**config.mk**
```make
export PLATFORM = sky130hd
export DESIGN_NAME = dmem_ctrl
export DESIGN_NICKNAME = d
export VERILOG_FILES = /design/src/rtl/dmem_ctrl.sv
export SDC_FILE = /design/constraint.sdc
export NUM_CORES = 2
export LEC_CHECK = 0
export CAP_MARGIN = 10
export CORE_ASPECT_RATIO = 2
export CORE_MARGIN = 1
export CORE_UTILIZATION = 34
export CTS_CLUSTER_SIZE = 16
export DETAILED_ROUTE_END_ITERATION = 8
export DONT_BUFFER_PORTS = 1
export GPL_ROUTABILITY_DRIVEN = 0
export GPL_TIMING_DRIVEN = 0
export HOLD_SLACK_MARGIN = 0.05
export MAX_ROUTING_LAYER = met4
export REMOVE_ABC_BUFFERS = 1
export SETUP_SLACK_MARGIN = 0.5
export SYNTH_ARGS = -nofsm -noshare
export SYNTH_HDL_FRONTEND = slang
export SYNTH_SLANG_ARGS = --single-unit
```
**constraint.sdc**
```tcl
create_clock -name clk -period 6.65 [get_ports clk]
set_clock_uncertainty 0.2 [all_clocks]
set_input_delay 0.665 -clock clk [delete_from_list [all_inputs] [get_ports clk]]
set_output_delay 0.665 -clock clk [all_outputs]
set_load 0.01 [all_outputs]
```
**src/rtl/dmem_ctrl.sv**
```systemverilog
// rtl/dmem_ctrl.sv - parametrised synchronous data memory with req/ack handshake and clear engine
//
// Ports:
//   clk    in   system clock, rising edge
//   rst_n  in   asynchronous active-low reset
//   clr    in   synchronous clear request (restarts the clear engine)
//   req    in   access request
//   we     in   1 = write, 0 = read (qualified by req)
//   addr   in   word address
//   wdata  in   write data
//   rdata  out  registered read data
//   ack    out  one-cycle completion pulse per accepted request
//   err    out  valid with ack; address was >= DEPTH
//   rdy    out  requests are accepted this cycle
module dmem_ctrl #(
    parameter int             DW        = 8,
    parameter int             AW        = 8,
    parameter int             DEPTH     = 256,
    parameter logic [AW-1:0]  INIT_ADDR = AW'(8'h83),
    parameter logic [DW-1:0]  INIT_VAL  = DW'(8'h22)
) (
    input  logic          clk,
    input  logic          rst_n,
    input  logic          clr,
    input  logic          req,
    input  logic          we,
    input  logic [AW-1:0] addr,
    input  logic [DW-1:0] wdata,
    output logic [DW-1:0] rdata,
    output logic          ack,
    output logic          err,
    output logic          rdy
);

    // cnt must be able to hold DEPTH itself so it parks without wrapping.
    localparam int CW = $clog2(DEPTH + 1);
    localparam int IW = (DEPTH > 1) ? $clog2(DEPTH) : 1;

    localparam logic [CW-1:0] LAST_CNT = CW'(DEPTH - 1);
    localparam logic [AW:0]   DEPTH_W  = (AW + 1)'(DEPTH);

    typedef enum logic {
        S_CLR = 1'b0,
        S_RUN = 1'b1
    } state_t;

    state_t        state;
    state_t        state_nxt;
    logic [CW-1:0] cnt;
    logic [CW-1:0] cnt_nxt;

    logic [DW-1:0] mem [0:DEPTH-1];

    logic          clr_we;
    logic          acc;
    logic          in_range;
    logic          mem_we;
    logic [IW-1:0] mem_waddr;
    logic [DW-1:0] mem_wdata;
    logic [IW-1:0] rd_idx;

    // State register
    always_ff @(posedge clk or negedge rst_n) begin
        if (!rst_n) begin
            state <= S_CLR;
            cnt   <= '0;
        end else begin
            state <= state_nxt;
            cnt   <= cnt_nxt;
        end
    end

    // Next-state logic and clear-engine write strobe
    always_comb begin
        state_nxt = state;
        cnt_nxt   = cnt;
        clr_we    = 1'b0;
        case (state)
            S_CLR: begin
                if (clr) begin
                    cnt_nxt = '0;
                end else begin
                    clr_we  = 1'b1;
                    cnt_nxt = cnt + 1'b1;
                    if (cnt == LAST_CNT) begin
                        state_nxt = S_RUN;
                    end
                end
            end
            S_RUN: begin
                if (clr) begin
                    state_nxt = S_CLR;
                    cnt_nxt   = '0;
                end
            end
            default: begin
                state_nxt = S_CLR;
                cnt_nxt   = '0;
            end
        endcase
    end

    // rdy is a pure decode of the state register, so it never depends on req or clr.
    assign rdy      = (state == S_RUN);
    assign acc      = req && rdy && !clr;
    assign in_range = ({1'b0, addr} < DEPTH_W);
    assign rd_idx   = IW'(addr);

    // Single write port shared by the clear engine and accepted writes; the two
    // never collide because requests are only accepted in RUN.
    always_comb begin
        mem_we    = 1'b0;
        mem_waddr = '0;
        mem_wdata = '0;
        if (clr_we) begin
            mem_we    = 1'b1;
            mem_waddr = IW'(cnt);
            mem_wdata = (cnt == CW'(INIT_ADDR)) ? INIT_VAL : '0;
        end else if (acc && we && in_range) begin
            mem_we    = 1'b1;
            mem_waddr = IW'(addr);
            mem_wdata = wdata;
        end
    end

    always_ff @(posedge clk) begin
        if (mem_we) begin
            mem[mem_waddr] <= mem_wdata;
        end
    end

    // Response registers: reads sample the array before any same-edge write
    // lands, and a write followed by a read next cycle sees the new word.
    always_ff @(posedge clk or negedge rst_n) begin
        if (!rst_n) begin
            rdata <= '0;
            ack   <= 1'b0;
            err   <= 1'b0;
        end else begin
            ack <= acc;
            err <= acc && !in_range;
            if (acc) begin
                if (!in_range) begin
                    rdata <= '0;
                end else if (!we) begin
                    rdata <= mem[rd_idx];
                end
            end
        end
    end

endmodule

```
==> impl_metrics.yaml <==
synth:
  syn_area_um2: 80500
  synth_ff_type: "edfxtp_1"
  async_flop_share: 0.00919
  synth_adder_area_share: 0.000311
  synth_xor_xnor_area_share: 0.000652
  synth-seq-cells: 2067
  synth_top_area_cell: "edfxtp_1"
  synth_top_family_by_area: "multiplexers"
  synth-simple-area-share: 0.0252
  synth_top_area_share: 0.764
  synth.area.top_cells: "edfxtp_1 76%, mux4_2 13%, mux2i_1 2.5%, nor2_1 1.3%, dfrtp_1 0.59%"
  synth_edf_count: 2048
  synth-seq-area-share: 0.770
  ys_warn_count: 0
  avgSynthCellArea_um2: 21.0
  synth_compound_area_frac: 0.0348
  synthCells: 3843
  muxShareOfSynthArea: 0.152
  yosysUniqueCellTypes: 61
cells_and_area:
  multi_input_area_um2: 17200
  fillers: 20800
  area_delta_synth_final_pct: 10.9
  fin_util: 0.379
  layout-drive-gt1-share: 0.191
  ff_latch_area_um2: 62000
  mostFrequentLayoutCells: "2,048 x edfxtp_1, 451 x mux4_2, 280 x nor2_1"
  layout_commonest_cell: "edfxtp_1"
  layout.nets: 3868
  final_area_um2: 89300
placement:
  placed_area_um2: 84300
  portBuffers: 0
  dp_hpwl_mm: 133
clocking:
  path_clk_slew_ns: 0.07
  cts_tree: "built"
  cts_made_buffers: 165
  htree_levels: 4
  clock_latency_ns: 0.84
  cts_sinks: 2067
  cts_buffer_depth: 4
  cts_root_buf: "clkbuf_16"
run_status:
  status: "finished, final reports clean"
drt:
  dr.max_layer_used: "met4"
  drt_wl_total_mm: 207
  vias: 38000
  drt-initial-drc-count: 3399
  wl_per_cell_um: 29.6
  wl_met1_mm: 67.6
  avgViaCountPerCell: 5.43
  wl_met3_mm: 10.4
  route.met2.wl_mm: 116
  drc_errors: 0
  postRouteAntennaNets: 0
  first_pass_iters: 7
timing:
  setup_viol_count_final: 0
  maxSlewHeadroom: 0.152
  min_period_over_period: 0.736
  worstMarginPinSlew_ns: 1.27
  slew_violations: 0
  hold_violations: 0
  grt_setup_unrepaired: "false"
  timing.final.crit_period_ns: 4.89
  clock.fmax_ghz: 0.204
pwr:
  p_leak_nw: 31.6
  fin_total_pwr_w: 0.0241
  p_per_area_nw_per_um2: 270
  ir_drop_uv: 316
global_route:
  grt_pass1_wl_mm: 295
  grt_start_max_net_pins: 458
  antenna_found_initial: 8
  grt.total_usage: 0.177
  grt_pass1_vias: 40200
  gr-total-overflow: 0
floorplan:
  die-area_um2: 239000
  rows: 252
  die_w_um: 346
  dieHeight_um: 690
  initial_core_util: 0.342
  pin_count: 32
  core_region_area_um2: 236000
flow_run:
  drv_cap: 0
worst_setup_path:
  required_ns: 7.23
  rr_worst_depth: 6
  start_kind: "input pin"
  cp.arrival_ns: 5.47
  critical_path_class: "input pin to register"
  crit_path_end_kind: "register"
  critPathMaxFanout: 186
hold_path:
  worst_hold_path_type: "input pin to register"
  holdPathStages: 4
-- stage by stage --
stage	std cells	setup slack [ns]	setup TNS [ns]	hold slack, ns
after floorplan	3607	1.12	0	0.169
after global placement	6655	-3.03	-5526.26	0.170
after detailed placement	6714	1.34	0	0.170
after CTS	6986	2.18	0	0.0666
after global routing	6992	1.88	0	0.0928
final	6996	1.76	0	0.101
-- worst max-delay path: stages --
cell and delay, ns:
buf_16 0.53, buf_16 0.68, nand2_2 0.53, buf_12 0.34
o221ai_1 0.40, o22ai_1 0.16, a21oi_1 0.41, a2111oi_2 0.15
dlygate4sd3_1 0.61, o21ai_1 0.16
-- synth_stat cells, drive strengths merged, types with 23 or more instances --
cell	n
a211oi	32
a21oi	61
a22o	23
a22oi	44
buf	158
clkbuf	78
edfxtp	2048
mux2i	205
mux4	451
nand2	90
nor2	283
o21ai	32
o221ai	45
o22ai	58
-- kinds of logic after synthesis --
logic type | Yosys count
other | 1
AO/OA/AOI/OAI | 395
flip-flops | 2067
XOR/XNOR | 6
multiplexers | 656
buffers and inverters | 241
adder cells (fa/ha/maj) | 2
AND/OR/NAND/NOR | 475
-- area by class of cell --
cell class,count,area share
inverters,5,0.000210
flip-flops and latches,2067,0.694
clock inverters,50,0.00413
diodes,7,0.000196
repair buffers,71,0.0163
well taps,3048,0.0427
multi-input cells,1535,0.193
clock buffers,213,0.0493
-- flip-flops by register name, indices dropped and copies added, names as in the netlist --
register  cells
cnt           9
mem        2048
rdy           1
ack           1
rdata         8
-- metal layers --
layer,vias to the layer above,global-route usage
li1,16000,-
met1,20200,0.177
met2,1318,0.327
met3,474,0.0232
met4,0,0.104
met5,-,-
-- repair_timing --
item | 4_1_cts | 5_1_grt
hold buffers | 9 | 0
resized for setup | 0 | 0
buffers inserted | 0 | 0
hold endpoints to repair | 37 | 0
-- where the power goes --
part / leakage [nW] / internal, W / total (W) / switching (W)
clock network: 2.33 / 0.00485 / 0.00932 / 0.00447
registers: 23.4 / 0.0141 / 0.0141 / 0.0000123
logic: 5.87 / 0.000262 / 0.000682 / 0.000419
total: 31.6 / 0.0192 / 0.0241 / 0.00491
-- worst paths after layout --
check | slack [ns] | end | startpoint
setup / recovery | 1.76 | rdata[5] | addr[1]
hold / removal | 0.10 | rdata[5] | addr[6]
setup reg to reg | 2.06 | mem[50][7] | rdy
hold reg to reg | 0.35 | cnt[8] | cnt[8]
max in group asynchronous | 5.30 | cnt[2] | rst_n
min in group asynchronous | 0.26 | rdata[3] | rst_n
Note: power is estimated with default switching activity, not from simulation.
